===== config.mk =====
export PLATFORM = sky130hd
export DESIGN_NAME = poly_accel
export DESIGN_NICKNAME = d
export VERILOG_FILES = /design/src/rtl/poly_accel_pkg.sv /design/src/rtl/poly_accel_cbrt.sv /design/src/rtl/poly_accel.sv
export SDC_FILE = /design/constraint.sdc
export NUM_CORES = 1
export LEC_CHECK = 0
export BUFFER_PORTS_ARGS = -buffer_cell sky130_fd_sc_hd__buf_2
export CORE_ASPECT_RATIO = 0.8
export CORE_UTILIZATION = 35
export DETAILED_ROUTE_END_ITERATION = 10
export PLACE_DENSITY = 0.58
export SKIP_CTS_REPAIR_TIMING = 1
export SYNTH_ARGS = -nofsm -noshare
export SYNTH_HDL_FRONTEND = slang
export SYNTH_SLANG_ARGS = --single-unit

===== constraint.sdc =====
create_clock -name clk_i -period 12.3 [get_ports clk_i]
set_clock_uncertainty 0.1 [all_clocks]
set_input_delay 2.46 -clock clk_i [delete_from_list [all_inputs] [get_ports clk_i]]
set_output_delay 2.46 -clock clk_i [all_outputs]
set_load 0.01 [all_outputs]

===== src/rtl/poly_accel_pkg.sv =====
// rtl/poly_accel_pkg.sv - shared state encoding, mode constants and cube-root sizing helper
package poly_accel_pkg;

    typedef enum logic [1:0] {
        ST_IDLE = 2'd0,
        ST_RUN  = 2'd1,
        ST_DONE = 2'd2
    } state_t;

    localparam logic MODE_SQR = 1'b0;
    localparam logic MODE_MUL = 1'b1;

    // Number of restoring cube-root iterations, equal to the root width in bits
    function automatic int cbrt_iter(input int width);
        return (width + 2) / 3;
    endfunction

endpackage


===== src/rtl/poly_accel_cbrt.sv =====
// rtl/poly_accel_cbrt.sv - iterative restoring integer cube root, one root bit per cycle
module poly_accel_cbrt
    import poly_accel_pkg::*;
#(
    parameter int WIDTH = 8
) (
    input  logic                           clk_i,
    input  logic                           rst_i,
    input  logic                           start_i,
    input  logic [WIDTH-1:0]               x_bi,
    output logic                           busy_o,
    output logic                           done_o,
    output logic [cbrt_iter(WIDTH)-1:0]    y_bo
);

    localparam int K  = cbrt_iter(WIDTH);
    localparam int XW = 3 * K;
    localparam int CW = XW + 2;
    localparam int IW = $clog2(K + 1);

    logic [XW-1:0] x_q;
    logic [IW-1:0] idx_q;
    logic [CW-1:0] y2;
    logic [CW-1:0] m;
    logic [CW-1:0] xs;
    logic [CW-1:0] msh;
    logic [31:0]   sh;
    logic          ge;

    // One restoring step: the candidate term is compared against x>>s, which
    // keeps the comparison inside 3K+2 bits instead of shifting the term up.
    always_comb begin
        sh  = 32'(idx_q) * 32'd3;
        y2  = {{(CW-K-1){1'b0}}, y_bo, 1'b0};
        m   = (y2 * CW'(3)) * (y2 + CW'(1)) + CW'(1);
        xs  = {2'b00, x_q} >> sh;
        ge  = (xs >= m);
        msh = m << sh;
    end

    // Iteration state: load on start, then walk s from 3*(K-1) down to 0
    always_ff @(posedge clk_i or posedge rst_i) begin
        if (rst_i) begin
            x_q    <= '0;
            y_bo   <= '0;
            idx_q  <= '0;
            busy_o <= 1'b0;
            done_o <= 1'b0;
        end else if (start_i) begin
            x_q    <= XW'(x_bi);
            y_bo   <= '0;
            idx_q  <= IW'(K - 1);
            busy_o <= 1'b1;
            done_o <= 1'b0;
        end else if (busy_o) begin
            if (ge) begin
                x_q <= x_q - msh[XW-1:0];
            end
            y_bo <= y2[K-1:0] + K'(ge);
            if (idx_q == '0) begin
                busy_o <= 1'b0;
                done_o <= 1'b1;
            end else begin
                idx_q <= idx_q - 1'b1;
            end
        end
    end

endmodule


===== src/rtl/poly_accel.sv =====
// rtl/poly_accel.sv - iterative y = (a*a | a*b) + cbrt(b); optional POLY_ACCEL_CYCLE_CNT_EN adds cyc_bo
module poly_accel
    import poly_accel_pkg::*;
#(
    parameter int WIDTH = 8
) (
    input  logic                 clk_i,
    input  logic                 rst_i,
    input  logic                 start_i,
    input  logic                 mode_i,
    input  logic [WIDTH-1:0]     a_bi,
    input  logic [WIDTH-1:0]     b_bi,
`ifdef POLY_ACCEL_CYCLE_CNT_EN
    output logic [15:0]          cyc_bo,
`endif
    output logic                 busy_o,
    output logic                 valid_o,
    output logic [2*WIDTH-1:0]   y_bo
);

    localparam int CBRT_ITER = cbrt_iter(WIDTH);
    localparam int YW        = 2 * WIDTH;
    localparam int CNT_W     = $clog2(WIDTH);

    state_t                 state_q;
    logic [YW-1:0]          mcand_q;
    logic [WIDTH-1:0]       mplier_q;
    logic [YW-1:0]          prod_q;
    logic [CNT_W-1:0]       cnt_q;
    logic                   launch;
    logic                   cbrt_busy;
    logic                   cbrt_done;
    logic [CBRT_ITER-1:0]   cbrt_root;

    assign launch = (state_q == ST_IDLE) && start_i;

    poly_accel_cbrt #(
        .WIDTH (WIDTH)
    ) u_cbrt (
        .clk_i   (clk_i),
        .rst_i   (rst_i),
        .start_i (launch),
        .x_bi    (b_bi),
        .busy_o  (cbrt_busy),
        .done_o  (cbrt_done),
        .y_bo    (cbrt_root)
    );

    // Control FSM with the LSB-first shift-add multiplier folded into RUN
    always_ff @(posedge clk_i or posedge rst_i) begin
        if (rst_i) begin
            state_q  <= ST_IDLE;
            mcand_q  <= '0;
            mplier_q <= '0;
            prod_q   <= '0;
            cnt_q    <= '0;
            busy_o   <= 1'b0;
            valid_o  <= 1'b0;
            y_bo     <= '0;
        end else begin
            case (state_q)
                ST_IDLE: begin
                    valid_o <= 1'b0;
                    if (start_i) begin
                        mcand_q  <= YW'(a_bi);
                        mplier_q <= (mode_i == MODE_MUL) ? b_bi : a_bi;
                        prod_q   <= '0;
                        cnt_q    <= '0;
                        busy_o   <= 1'b1;
                        state_q  <= ST_RUN;
                    end
                end
                ST_RUN: begin
                    if (mplier_q[0]) begin
                        prod_q <= prod_q + mcand_q;
                    end
                    mcand_q  <= mcand_q << 1;
                    mplier_q <= mplier_q >> 1;
                    cnt_q    <= cnt_q + 1'b1;
                    if (cnt_q == CNT_W'(WIDTH - 1) && cbrt_done && !cbrt_busy) begin
                        state_q <= ST_DONE;
                    end
                end
                ST_DONE: begin
                    y_bo    <= prod_q + YW'(cbrt_root);
                    valid_o <= 1'b1;
                    busy_o  <= 1'b0;
                    state_q <= ST_IDLE;
                end
                default: begin
                    state_q <= ST_IDLE;
                end
            endcase
        end
    end

`ifdef POLY_ACCEL_CYCLE_CNT_EN
    logic [15:0] cyc_run_q;

    // Saturating RUN+DONE cycle count, published alongside each result
    always_ff @(posedge clk_i or posedge rst_i) begin
        if (rst_i) begin
            cyc_run_q <= '0;
            cyc_bo    <= '0;
        end else if (launch) begin
            cyc_run_q <= '0;
        end else if (state_q == ST_RUN || state_q == ST_DONE) begin
            cyc_run_q <= (cyc_run_q == 16'hFFFF) ? cyc_run_q : cyc_run_q + 16'd1;
            if (state_q == ST_DONE) begin
                cyc_bo <= (cyc_run_q == 16'hFFFF) ? cyc_run_q : cyc_run_q + 16'd1;
            end
        end
    end
`endif

endmodule


Yosys cells after proc, flatten, opt, wreduce, memory -nomap -nowiden:

Cells that the tools add are included.

* reduce and logical (&&, ||, !) cells: 18
* shifts and indexed selects: 2
* bitwise operators: 0
* multiplexer cells: 30
* magnitude comparators: 1
* equal/unequal tests: 7
* $add $sub $neg: 8
* multiply operators: 3
* divide/modulo/power cells: 0

Operators by type and width (count)
* $pmux W16 S2: 2
* $mux W16: 3
* $mux W9: 3
* $add A16 B16 Y16: 1
* $add A16 B3 Y16: 1
* $mux W8: 2
* $pmux W8 S2: 1
* $reduce_and A2 Y1: 6
* $add A11 B1 Y11 const B: 1
* $ge A11 B11 Y1: 1
* $mul A5 B11 Y10: 1
* $shl A11 B4 Y9: 1
* $shr A9 B4 Y11: 1
* $mux W2: 5
* $reduce_bool A2 Y1: 5
* $mux W3: 3
* $sub A9 B9 Y9: 1
* $ne A2 B2 Y1 const B: 4
* $mux W1: 7
* $pmux W3 S2: 1
* $add A4 B1 Y5 const B: 1
* $mul A3 B2 Y5 const B: 1
* $logic_not A2 Y1: 2
* $mul A2 B2 Y4 const B: 1
* other kinds (11): 14

* bits of input ports: 20
* memories: 0
* word-level logic and storage cells: 82
* bits in read-only memories: 0
* bits in latches: 0
* output and inout bits: 18
* memory bits (writable): 0
* register bits: 79

Longest topological paths before layout:

* depth in word-level cells: 8
* gate-level depth with buffers: 22
* gate-level depth less buffers: 22

Modules after synthesis:

From an unflattened synthesis, not the netlist that was laid out.

* cells, all modules: 679
* area total of the unflattened synthesis: 6087.1 um^2

By module, submodules not included
* poly_accel: cells an instance 394, seq. area each 1576.5 um^2, instances 1, area an instance 3573.4 um^2
* poly_accel_cbrt: cells an instance 285, seq. area each 400.4 um^2, instances 1, area an instance 2513.7 um^2

Least setup slack after synthesis:

Ideal clock, no wire load.

* kind: reg2reg
* start: register u_cbrt.y_bo[1]
* end: register u_cbrt.x_q[8]
* stages on the path, launching flop included: 21
* setup time: 0.078 ns
* period minus slack after synthesis: 5.507 ns
* slack: 6.793 ns
* required time: 12.122 ns
* data arrival time: 5.329 ns
* path buffers: 1
* cell sequence: dfrtp_1 -> ha_1 -> fa_1 -> xor2_1 -> nand2_1 -> fa_1 -> inv_1 -> fa_1 -> ha_1 -> ha_1 -> nand4_1 -> a211oi_1 -> nor2_1 -> xnor2_1 -> ha_1 -> nor2_1 -> or4_1 -> or3_1 -> buf_6 -> or3_1 -> a21oi_1

* longest elaborated chain between the ends: 8
* elaborated cells on any way between the ends: 12
* classes of those cells: add/sub: 3; mul: 2; order compare: 1; shift: 1; mux: 3; reduce/logical: 2

Ends and longest elaborated chain
* start: declaration: RTL line poly_accel_cbrt.sv:13 `output logic [cbrt_iter(WIDTH)-1:0] y_bo`
* start signal: assignment: RTL line poly_accel_cbrt.sv:59 `y_bo <= y2[K-1:0] + K'(ge);`
* $mul A3 B2 Y5 or $add A4 B1 Y5 (tied branches): RTL line poly_accel_cbrt.sv:35 `m = (y2 * CW'(3)) * (y2 + CW'(1)) + CW'(1);`
* $mul A5 B11 Y10 *: RTL line poly_accel_cbrt.sv:35
* $add A11 B1 Y11 *: RTL line poly_accel_cbrt.sv:35
* $shl A11 B4 Y9: RTL line poly_accel_cbrt.sv:38 `msh = m << sh;`
* $sub A9 B9 Y9: RTL line poly_accel_cbrt.sv:57 `x_q <= x_q - msh[XW-1:0];`
* $mux W9: RTL line poly_accel_cbrt.sv:56 `if (ge) begin`
* $mux W9: RTL line poly_accel_cbrt.sv:55 `end else if (busy_o) begin`
* $mux W9: RTL line poly_accel_cbrt.sv:49 `end else if (start_i) begin`
* end signal: assignment: RTL line poly_accel_cbrt.sv:50 `x_q <= XW'(x_bi);`
* end signal: assignment: RTL line poly_accel_cbrt.sv:57
* end: declaration: RTL line poly_accel_cbrt.sv:21 `logic [XW-1:0] x_q;`

Mark *: on every way between the ends. The rest lies on a longest branch, timed or not. The select of a mux whose other input is x is not followed.
A chain may end at the register's enable or synchronous reset.

Worst setup path after layout:

* start: register u_cbrt.y_bo[0]
* end: register u_cbrt.x_q[8]

Same word-level chain as after synthesis.

==> flow_metrics.tcl <==
set metrics [dict create \
    grt_usage_pct 16.5 \
    initial_utilization_pct 36.2 \
    cts_buffer_depth 2 \
    cts_sinks 79 \
    cts_root_buf "clkbuf_16" \
    grt_pass1_vias 4553 \
    die_w_microns 149 \
    wl_microns 14100 \
    synth_area_sq_mm 0.00604 \
    dpl.cell_count 894 \
    tritoncts "built" \
    fin_crit_sh_pct 51.7 \
    p_leak_nw 3.13 \
    avgSynthCellArea_sq_um 9.06 \
    tightest_slew_ns 1.05 \
    finalSetupTns_ns 0 \
    power_frac_clock_pct 15.8 \
    setup_viol 0 \
    grt_pass1_wl_microns 23600 \
    syn_inst 667 \
    drc 0 \
    num_vias 4857 \
    seqPwrFrac_pct 26.6 \
    fin_area_sq_mm 0.00672 \
    area_growth_pct 11.2 \
    overflow 0 \
    grt_max_degree 80 \
    drive_gt1_share_pct 12.0 \
    yosys.cell_types.count 60 \
    ff2ff_setup_slack_ns 5.95 \
    synth-seq-cells 79 \
    max_freq_mhz 157 \
    crit_fanout 16 \
    place_area_sq_mm 0.00638 \
    yosysMostFrequentCell "dfrtp_1" \
    antenna_cells 0 \
    start_kind "flip-flop" \
    place_hpwl_microns 10600 \
    port_buffers 37 \
    core_area_sq_mm 0.0167 \
    synth-edff-count 0 \
    numCtsBuffers 9 \
    setup.worst_path.class "reg -> reg" \
    fin_crit_ns 6.35 \
    avgViaCountPerCell 5.34 \
    ios 38 \
    wl_met3_microns 683 \
    synth_commonest_cells "79 x dfrtp_1, 77 x nand2_1, 63 x ha_1" \
    dr_wl_met2_microns 5790 \
    yosys_warnings 0 \
    wl_met1_microns 7470 \
    switching_share_pct 44.9 \
    status "finished, final reports clean" \
    hold_path_class "reg -> reg" \
    power_density_mw_per_mm2 287 \
    peakVddDrop_mv 0.256 \
    drv_cap 0 \
    critPathCaptureType "flip-flop" \
    row_count 42 \
    clk_pin_slew_ns 0.06 \
    synthArstFlopShare_pct 100 \
    antenna_left 0 \
    power.internal_w 0.00106 \
    critPathArrivalTime_ns 6.52 \
    drtPass1Iterations 5 \
    slew_violations 0 \
    routed.top_layer "met4" \
    rsz0062_at_grt "false" \
    power.net_switching_w 0.000867 \
    power_frac_comb_pct 57.6 \
    yosysTopAreaCellShare_pct 32.7 \
    ys_seq_area_share_pct 32.7 \
    synth_largest_area_cell "dfrtp_1" \
    die_h_microns 120 \
    fp.dieArea_sq_mm 0.0178 \
    syn-num-nets 759 \
    drtIter0Drc 333 \
    htreeDepth 3 \
    crit_required_ns 12.46 \
    place_congestion 0.875 \
    max_slew_margin_pct 30.3 \
    hold_viol 0 \
    antenna_found_initial 0 \
    synth_ff_type "dfrtp_1" \
    instances_no_fill 910 \
    nNetsFinal 777 \
    clkLatencyLatePin_ns 0.33 \
    wl_per_cell_microns 15.5 \
    synthTopCellsByArea "dfrtp_1 33%, ha_1 13%, o21ai_0 5.0%, nand2_1 4.8%, a21oi_1 4.0%" \
]
## metal layers
layer	GRT usage, %	up-vias
li1	-	2418
met1	25.9	2315
met2	23.4	110
met3	3.00	14
met4	3.38	0
met5	0	-
## power groups by stage
stage               combinational [W]  sequential (W)  clock, W
finish                        0.00111        0.000513  0.000305
global route                  0.00125        0.000534  0.000323
CTS                           0.00111        0.000512  0.000309
detailed placement            0.00110        0.000517         0
global placement              0.00107        0.000511         0
floorplan                    0.000906        0.000456         0
## cell families (layout without fill, tap and decap cells)
logic type,count (synthesis),count (layout),share of synthesized area [%]
flip-flops,79,79,32.7
adder cells (fa/ha/maj),72,72,16.0
AO/OA/AOI/OAI,188,188,19.2
multiplexers,34,34,6.56
buffers and inverters,61,84,4.28
AND/OR/NAND/NOR,196,196,15.9
XOR/XNOR,37,37,5.36
## final timing paths
path                                            start                   endpoint  cells past startpoint
setup reg to reg           u_cbrt.y_bo[0]$_DFFE_PP0P_  u_cbrt.x_q[8]$_DFFE_PP0P_                     19
hold / removal                   y_bo[15]$_DFFE_PP0P_       y_bo[15]$_DFFE_PP0P_                      2
setup / recovery           u_cbrt.y_bo[0]$_DFFE_PP0P_  u_cbrt.x_q[8]$_DFFE_PP0P_                     19
min in group asynchronous                       rst_i         busy_o$_DFFE_PP0P_                      3
max in group asynchronous                       rst_i       cnt_q[0]$_DFFE_PP0P_                      3
hold reg to reg                  y_bo[15]$_DFFE_PP0P_       y_bo[15]$_DFFE_PP0P_                      2
## final cells by class
type,instances,area (sq um)
sequential,79,1980
multi-input combinational,527,3810
tap,220,275
clock inverter,3,90.1
clock buffer,13,250
fill,1647,9990
timing repair buffer,41,215
inverter,27,103
## cell usage in the layout, fill, tap and decap left out, types with 11 or more instances in the layout
cell type | Yosys | routed
buf_2 | 0 | 37
nor2_1 | 30 | 30
ha_1 | 63 | 63
xor2_1 | 18 | 18
mux2i_1 | 18 | 18
dfrtp_1 | 79 | 79
o21ai_0 | 60 | 60
xnor2_1 | 19 | 19
mux2_2 | 12 | 12
inv_1 | 26 | 25
nor2b_1 | 27 | 26
nand2b_1 | 11 | 11
nand3_1 | 12 | 12
nand2_1 | 77 | 77
a21oi_1 | 48 | 48
a22oi_1 | 14 | 14
## per-stage QoR
| step | hold WS [ns] | utilization [%] | worst slack, ns | power (W) |
|---|---|---|---|---|
| detailed placement | 0.366 | 38.2 | 6.00 | 0.00162 |
| global placement | 0.361 | 38.2 | 6.21 | 0.00158 |
| CTS | 0.379 | 40.2 | 5.98 | 0.00193 |
| global route | 0.405 | 40.2 | 5.58 | 0.00211 |
| finish | 0.374 | 40.2 | 5.95 | 0.00193 |
| floorplan | 0.365 | - | 6.79 | 0.00136 |
## sequential cells by signal (all words and copies together) (netlist names)
signal,cells
prod_q,16
u_cbrt.x_q,9
busy_o,1
u_cbrt.busy_o,1
u_cbrt.done_o,1
y_bo,16
cnt_q,3
mplier_q,8
mcand_q,16
state_q,2
u_cbrt.idx_q,2
valid_o,1
u_cbrt.y_bo,3
## critical path, stage by stage, from the launching register on
cell and delay [ns]:
dfrtp_1 0.59, ha_1 0.35, fa_1 0.38, xor2_1 0.25, nand2_1 0.13, fa_1 0.54
inv_1 0.05, fa_1 0.48, ha_1 0.31, ha_1 0.38, nand4_1 0.17, a211oi_1 0.39
nor2_1 0.10, xnor2_1 0.15, ha_1 0.28, nor2_1 0.04, or4_1 0.38, or3_1 0.63
or3_1 0.45, a21oi_1 0.14
(Power assumes the default switching activity.)
